`config.mk`:
```
export PLATFORM = sky130hd
export DESIGN_NAME = addsub_seq
export DESIGN_NICKNAME = d
export VERILOG_FILES = /design/src/rtl/addsub_seq.sv
export SDC_FILE = /design/constraint.sdc
export NUM_CORES = 1
export LEC_CHECK = 0
export ABC_AREA = 1
export ABC_CLOCK_PERIOD_IN_PS = 5800
export CORE_MARGIN = 2
export CORE_UTILIZATION = 40
export DETAILED_ROUTE_END_ITERATION = 10
export PLACE_DENSITY = 0.65
export SKIP_CTS_REPAIR_TIMING = 1
export SLEW_MARGIN = 20
export SYNTH_ARGS = -nofsm -noshare
export SYNTH_HDL_FRONTEND = slang
export SYNTH_SLANG_ARGS = --single-unit
```
`constraint.sdc`:
```
create_clock -name clk -period 5.8 [get_ports clk]
set_clock_uncertainty 0.1 [all_clocks]
set_input_delay 1.16 -clock clk [delete_from_list [all_inputs] [get_ports clk]]
set_output_delay 1.16 -clock clk [all_outputs]
set_load 0.05 [all_outputs]
```
`src/rtl/addsub_seq.sv`:
```
// -----------------------------------------------------------------------------
// addsub_seq
//   Multi-cycle two's-complement adder/subtractor. A WIDTH-bit operand pair is
//   processed CHUNK bits per clock, with the inter-slice carry held in a
//   register. Operands are taken on an in_valid/in_ready handshake. The result
//   and flags are held on an out_valid/out_ready handshake until they are
//   consumed.
//
// Parameters
//   WIDTH      operand/result width; must be a multiple of CHUNK
//   CHUNK      bits added per clock (NCH = WIDTH/CHUNK cycles in RUN)
//
// Ports
//   clk        clock, rising edge
//   rst        synchronous active-high reset
//   in_valid   operand pair present           in_ready  block can accept
//   a, b       operands                       mode      0: a+b, 1: a-b
//   out_valid  result/flags valid             out_ready consumer takes result
//   s          result modulo 2^WIDTH
//   c          carry out of MSB (subtract: 1 = no borrow)
//   v          signed overflow   z  s == 0   n  s[WIDTH-1]
// -----------------------------------------------------------------------------
module addsub_seq #(
  parameter int WIDTH = 16,
  parameter int CHUNK = 4
) (
  input  logic             clk,
  input  logic             rst,
  input  logic             in_valid,
  output logic             in_ready,
  input  logic [WIDTH-1:0] a,
  input  logic [WIDTH-1:0] b,
  input  logic             mode,
  output logic             out_valid,
  input  logic             out_ready,
  output logic [WIDTH-1:0] s,
  output logic             c,
  output logic             v,
  output logic             z,
  output logic             n
);

  localparam int NCH   = WIDTH / CHUNK;
  localparam int IDX_W = (NCH > 1) ? $clog2(NCH) : 1;

  if (CHUNK < 1 || (WIDTH % CHUNK) != 0) begin : g_bad_chunk
    $error("addsub_seq: WIDTH (%0d) must be a positive multiple of CHUNK (%0d)",
           WIDTH, CHUNK);
  end

  typedef enum logic [1:0] {IDLE, RUN, DONE} state_e;

  state_e             state_q, state_d;
  logic [WIDTH-1:0]   ra_q, rb_q;
  logic               carry_q, carry_d;
  logic [IDX_W-1:0]   idx_q, idx_d;
  logic [WIDTH-1:0]   s_q, s_d;
  logic               c_q, c_d, v_q, v_d, z_q, z_d, n_q, n_d;
  logic               out_valid_q, out_valid_d;

  logic               accept;
  int                 sh;
  logic [CHUNK-1:0]   ra_sl, rb_sl;
  logic [CHUNK:0]     slice_sum;
  logic [WIDTH-1:0]   s_new;

  assign in_ready = (state_q == IDLE) && !rst;
  assign accept   = in_valid && in_ready;

  // Operand registers hold no control meaning, so they load only on accept.
  // NOTE: datapath registers that are always written before being read need no reset.
  always_ff @(posedge clk) begin
    if (accept) begin
      ra_q <= a;
      rb_q <= b ^ {WIDTH{mode}};  // subtract as a + ~b + 1 (carry-in = mode)
    end
  end

  always_comb begin
    // NOTE: every variable written here gets a default first, so no latches are inferred.
    state_d     = state_q;
    carry_d     = carry_q;
    idx_d       = idx_q;
    s_d         = s_q;
    c_d         = c_q;
    v_d         = v_q;
    z_d         = z_q;
    n_d         = n_q;
    out_valid_d = out_valid_q;

    // Current slice of each operand and its sum with the rippled carry.
    sh        = int'(idx_q) * CHUNK;
    ra_sl     = CHUNK'(ra_q >> sh);
    rb_sl     = CHUNK'(rb_q >> sh);
    slice_sum = {1'b0, ra_sl} + {1'b0, rb_sl} + (CHUNK + 1)'(carry_q);
    s_new     = (s_q & ~(WIDTH'({CHUNK{1'b1}}) << sh))
              | (WIDTH'(slice_sum[CHUNK-1:0]) << sh);

    case (state_q)
      IDLE: begin
        if (accept) begin
          carry_d = mode;
          idx_d   = '0;
          state_d = RUN;
        end
      end
      RUN: begin
        s_d     = s_new;
        carry_d = slice_sum[CHUNK];
        idx_d   = idx_q + IDX_W'(1);
        if (idx_q == IDX_W'(NCH - 1)) begin
          state_d     = DONE;
          out_valid_d = 1'b1;
          c_d         = slice_sum[CHUNK];
          // Overflow: operands agree in sign (rb already inverted for subtract)
          // but the result sign differs.
          v_d         = (ra_q[WIDTH-1] == rb_q[WIDTH-1]) &&
                        (s_new[WIDTH-1] != ra_q[WIDTH-1]);
          z_d         = (s_new == '0);
          n_d         = s_new[WIDTH-1];
        end
      end
      DONE: begin
        if (out_ready) begin
          state_d     = IDLE;
          out_valid_d = 1'b0;
        end
      end
      default: state_d = IDLE;
    endcase
  end

  // NOTE: sequential state uses non-blocking assignments so all registers update together.
  always_ff @(posedge clk) begin
    if (rst) begin
      state_q     <= IDLE;
      carry_q     <= 1'b0;
      idx_q       <= '0;
      s_q         <= '0;
      c_q         <= 1'b0;
      v_q         <= 1'b0;
      z_q         <= 1'b0;
      n_q         <= 1'b0;
      out_valid_q <= 1'b0;
    end else begin
      state_q     <= state_d;
      carry_q     <= carry_d;
      idx_q       <= idx_d;
      s_q         <= s_d;
      c_q         <= c_d;
      v_q         <= v_d;
      z_q         <= z_d;
      n_q         <= n_d;
      out_valid_q <= out_valid_d;
    end
  end

  assign out_valid = out_valid_q;
  assign s         = s_q;
  assign c         = c_q;
  assign v         = v_q;
  assign z         = z_q;
  assign n         = n_q;

endmodule

```
Word level (Yosys, flattened, before mapping)
Cells that the tools add are included.
- flip-flop bits (word level): 58
- input port bits: 37
- output and inout port bits: 22
- word-level logic and storage cells: 53
- $add $sub $neg: 3
- equality and inequality tests: 8
- shifts and indexed selects: 4
- multiplexer cells: 11
- bitwise logic cells: 4
- reduce and logical (&&, ||, !) cells: 12
- operator list (operator ; count):
    $shr A16 B4 Y4 ; 2
    $and A16 B16 Y16 ; 1
    $logic_not A16 Y1 ; 1
    $not A16 Y16 ; 1
    $or A16 B16 Y16 ; 1
    $shl A4 B4 Y16 ; 1
    $shl A4 B4 Y16 const A ; 1
    $xor A16 B16 Y16 ; 1
    $mux W2 ; 4
    $ne A2 B2 Y1 const B ; 3
    $pmux W2 S3 ; 1
    $reduce_and A3 Y1 ; 2
    $add A4 B4 Y5 ; 1
    $add A5 B1 Y5 ; 1
    $eq A2 B2 Y1 const B ; 2
    $pmux W1 S2 ; 2
    $pmux W2 S2 ; 1
    $reduce_and A2 Y1 ; 2
    $reduce_bool A2 Y1 ; 2
    $logic_and A1 B1 Y1 ; 3
    $mux W1 ; 3
    $add A2 B1 Y2 const B ; 1
    $eq A2 B1 Y1 const B ; 1
    $logic_not A2 Y1 ; 1
    other kinds (3) ; 3

Depth between registers and ports, before layout
- depth after elaboration: 7
- gate-level depth with buffers: 19
- depth with buffers taken out: 16

Least setup slack after synthesis
No wires, ideal clock.
- kind: input to register
- start: input port rst
- end: register carry_q
- setup time: 0.056 ns
- arrival time: 3.036 ns
- required time: 5.644 ns
- slack: 2.608 ns
- cell stages on the path: 6
- cell sequence: nor3_2 nand2_1 clkinv_1 nand2_1 a221o_1 inv_1
- word-level cells in the longest chain between the ends: 5
- ends and longest elaborated chain (element ; line ; source):
    start, declared ; 28 ; input logic rst,
    $logic_not A1 Y1 ; 67 ; assign in_ready = (state_q == IDLE) && !rst;
    $logic_and A1 B1 Y1 ; 67 ;
    $logic_and A1 B1 Y1 ; 68 ; assign accept = in_valid && in_ready;
    via accept ; 61 ; logic accept;
    $ne A2 B2 Y1 (no source line) ; -- ;
    $reduce_and A2 Y1 (no source line) ; -- ;
    end signal, assigned ; 147 ; carry_q <= carry_d;
    end, declared ; 55 ; logic carry_q, carry_d;
The timed path passes the listed nets, and every way through them passes these cells.
A chain may end at the register's enable or synchronous reset.

Final worst setup path
- start: input port rst
- end: output port in_ready
- word-level cells in the longest chain between the ends: 2
- ends and longest elaborated chain (element ; line ; source):
    $logic_not A1 Y1 ; 67 ;
    $logic_and A1 B1 Y1 ; 67 ;
    end, declared ; 30 ; output logic in_ready,
Every way passes these cells.

==> results_dict.tcl <==
set metrics [dict create \
    drt-vias-per-instance 4.684 \
    maxSlewViolCount 0 \
    cp.arrival_ns 2.75 \
    synth_area_um2 2800 \
    place.detailed.hpwl_mm 3.832 \
    hold_start "s[12]" \
    vias 2211 \
    cellLeakagePower_nw 1.485 \
    core_area_um2 6794 \
    p_switching_uw 355.3 \
    ir_worst_vdd_mv 0.1476 \
    clock-sinks 58 \
    io_buffer_count 58 \
    layout-drive-gt1-share_pct 6.915 \
    count_of_routing_violations_after_the_opening_detailed_route_iteration 114 \
    critical_path_start_type "input port" \
    min_period_ns 4.007 \
    async_flop_share_pct 0 \
    cts.path.max_buffers 2 \
    slew-limit-headroom_pct 39.91 \
    cts_max_level 3 \
    dieArea_um2 7686 \
    r2r_setup_slack_ns 2.57 \
    groute.usage.overall_pct 15.91 \
    netlist_instances 315 \
    critical_path.slowest_cell "sky130_fd_sc_hd__clkdlybuf4s50_1" \
    multi_input_comb_area_um2 1116 \
    family_with_the_most_delay_on_the_worst_path "buffers and inverters" \
    dieWidth_um 87.67 \
    cts_tree "built" \
    gr-total-overflow 0 \
    wire_length_of_the_first_global_routing_pass_mm 9.377 \
    insertedDiodeCount 0 \
    timing.setup.critical_path_class "input port to output pin" \
    via_count_of_the_first_global_routing_pass 2112 \
    worst_r2r_path_depth 16 \
    sequential_element_share_of_the_synthesized_area_pct 52.90 \
    final-instance-count-excl-fill 472 \
    initial_util_pct 41.22 \
    worst_hold_path.num_cells 2 \
    yosys.cell_types.count 30 \
    cell_internal_pwr_uw 765.6 \
    clkSlewWorstSetupHoldPaths_ns 0.06 \
    std_cell_rows 30 \
    synth-main-ff-cell "sky130_fd_sc_hd__edfxtp_1" \
    fmax_ghz 0.2496 \
    antenna_violating_nets_post_route 0 \
    p_comb_share_pct 25.8 \
    timing.setup.tns_ns 0 \
    dp_worst_setup_slack_ns 1.782 \
    cp_cell_sequence "clkdlybuf4s50_1 > buf_4 > nor3_2 > clkdlybuf4s50_1" \
    sequential_cell_area_um2 1481 \
    pwr-share-seq_pct 42.8 \
    layout.cell_area.non_filler_um2 3621 \
    worst-path-buf-inv 3 \
    ios 59 \
    grt_setup_unrepaired "false" \
    filler_cell_count 640 \
    routedWlPerCell_um 11.92 \
    drt_first_pass_iters 4 \
    hp-class "register to register" \
    routed_wl_mm 5.625 \
    grt_antenna_before_repair 0 \
    outcome "completed" \
    power.density_nw_per_um2 309.6 \
    synth_enable_flop_cells 32 \
    worst_ep_required_time_ns 4.54 \
    crit_path_max_fo 24 \
    area_growth_pct 29.31 \
    dp_cells 456 \
    tightestPinTransition_ns 0.8986 \
    critical_path.max_stage_delay_ns 0.82 \
    numCtsBuffers 9 \
    largest_net_degree_at_the_start_of_global_routing 34 \
    power.share.switching_pct 31.70 \
    post_detailed_placement_cell_area_um2 3441 \
    finish.net_count 417 \
    drv_cap 0 \
    worstSetupEndpointType "output pin" \
    power_mw 1.121 \
    worst_r2r_startpoint "idx_q[1]" \
    drc_errors 0 \
    synth_nets 361 \
    die-height_um 87.67 \
    timing.final.ws_setup_ns 1.793 \
    finalWeightedCongestion 0.8454 \
    synth_area_per_cell_um2 8.889 \
    path_common_cell "sky130_fd_sc_hd__clkdlybuf4s50_1" \
    clk_lat_worst_skew_ns 0.33 \
    setup_viol_count_final 0 \
    cts-root-buf "sky130_fd_sc_hd__clkbuf_8" \
    clkPwrFrac_pct 31.4 \
    regToRegEndpoint "z" \
    min_to "s[12]" \
    final_hold_viol_count 0 \
    ys_ff_latch 58 \
    final_min_period_over_clock_period_pct 69.09 \
    synth_warnings 0 \
]
worst register-to-register path, stage by stage (launching register included):
cell	delay, ns
sky130_fd_sc_hd__dfxtp_1	0.70
sky130_fd_sc_hd__inv_2	0.32
sky130_fd_sc_hd__o21ai_0	0.16
sky130_fd_sc_hd__o22ai_1	0.13
sky130_fd_sc_hd__fa_1	0.45
sky130_fd_sc_hd__inv_1	0.09
sky130_fd_sc_hd__fa_1	0.43
sky130_fd_sc_hd__nor2_1	0.18
sky130_fd_sc_hd__nand2_1	0.08
sky130_fd_sc_hd__nand2_1	0.10
sky130_fd_sc_hd__nor2_1	0.04
sky130_fd_sc_hd__nand2_1	0.05
sky130_fd_sc_hd__nor2_1	0.04
sky130_fd_sc_hd__nand3_1	0.07
sky130_fd_sc_hd__nor2_1	0.05
sky130_fd_sc_hd__nand3_1	0.08
sky130_fd_sc_hd__a21oi_2	0.05
cells in the final DEF (no fill, tap or decap), types with 2 or more instances in the layout:
cell type	synthesis	final
sky130_fd_sc_hd__inv_2	4	5
sky130_fd_sc_hd__nand2_1	55	55
sky130_fd_sc_hd__edfxtp_1	32	32
sky130_fd_sc_hd__ha_1	7	7
sky130_fd_sc_hd__o21ai_0	27	27
sky130_fd_sc_hd__nand4_1	7	7
sky130_fd_sc_hd__clkbuf_1	5	3
sky130_fd_sc_hd__xor2_1	16	16
sky130_fd_sc_hd__clkinv_2	0	3
sky130_fd_sc_hd__dfxtp_1	26	26
sky130_fd_sc_hd__nor2_1	47	47
sky130_fd_sc_hd__inv_1	29	29
sky130_fd_sc_hd__nand3_1	11	11
sky130_fd_sc_hd__clkbuf_8	0	9
sky130_fd_sc_hd__clkdlybuf4s50_1	0	58
sky130_fd_sc_hd__fa_1	2	2
sky130_fd_sc_hd__a32oi_1	2	2
sky130_fd_sc_hd__a21oi_1	17	17
sky130_fd_sc_hd__o22ai_1	6	6
sky130_fd_sc_hd__buf_4	0	2
through the flow:
step	hold WS, ns	util (%)
6_report	0.3609	53.30
2_1_floorplan	0.4360	-
4_1_cts	0.3646	53.30
5_1_grt	0.3784	53.30
3_5_place_dp	0.3543	50.64
3_3_place_gp	0.3483	50.64
flip-flops by register name, indices dropped and copies added, names as in the netlist:
name       cells
ra_q          16
rb_q          16
s             16
idx_q          2
state_q        2
c              1
carry_q        1
n              1
out_valid      1
v              1
z              1
worst max path at each step:
| stage | from | end | cells after the start |
|---|---|---|---|
| after detailed placement | rst | in_ready | 4 |
| final | rst | in_ready | 4 |
| after global placement | rst | in_ready | 4 |
| after global routing | rst | in_ready | 4 |
| after floorplan | rst | carry_q | 6 |
| after CTS | rst | in_ready | 4 |
synth_stat cells, types with 2 or more instances:
master,instances,area [um^2]
sky130_fd_sc_hd__nand2_1,55,206.5
sky130_fd_sc_hd__nor2_1,47,176.4
sky130_fd_sc_hd__edfxtp_1,32,960.9
sky130_fd_sc_hd__inv_1,29,108.9
sky130_fd_sc_hd__o21ai_0,27,135.1
sky130_fd_sc_hd__dfxtp_1,26,520.5
sky130_fd_sc_hd__a21oi_1,17,85.08
sky130_fd_sc_hd__xor2_1,16,140.1
sky130_fd_sc_hd__nand3_1,11,55.05
sky130_fd_sc_hd__buf_2,9,45.04
sky130_fd_sc_hd__ha_1,7,87.58
sky130_fd_sc_hd__nand4_1,7,43.79
sky130_fd_sc_hd__o22ai_1,6,37.54
sky130_fd_sc_hd__clkbuf_1,5,18.77
sky130_fd_sc_hd__inv_2,4,15.01
sky130_fd_sc_hd__a32oi_1,2,17.52
sky130_fd_sc_hd__fa_1,2,40.04
cell families after synthesis:
family	Yosys count	share of synthesized area, %
fa+ha+maj	9	4.558
flops	58	52.90
compound gates	58	11.53
buf+inv	49	7.238
simple gates	125	18.77
xor+xnor	16	5.004
power groups by stage:
stage,sequential (mW),clock (mW),combinational (mW)
5_1_grt,0.484,0.374,0.327
3_5_place_dp,0.489,0,0.289
2_1_floorplan,0.524,0,0.164
3_3_place_gp,0.489,0,0.288
6_report,0.480,0.352,0.290
4_1_cts,0.481,0.359,0.291
per-layer routing:
| metal | vias to the layer above | part of all wire (%) | global-route usage (%) |
|---|---|---|---|
| met1 | 982 | 47 | 20.51 |
| met3 | 9 | 5.2 | 4.053 |
| met2 | 65 | 46 | 25.41 |
| met5 | - | 0 | 0 |
| met4 | 0 | 1.8 | 6.853 |
| li1 | 1155 | - | - |
final cells by class:
class / instances / area share [%]
inverter: 34 / 3.525
multi-input combinational: 208 / 30.82
clock inverter: 4 / 1.244
sequential: 58 / 40.91
timing repair buffer: 60 / 16.45
tap: 96 / 3.317
clock buffer: 12 / 3.732
No activity file was read; power rests on OpenSTA's default activity.
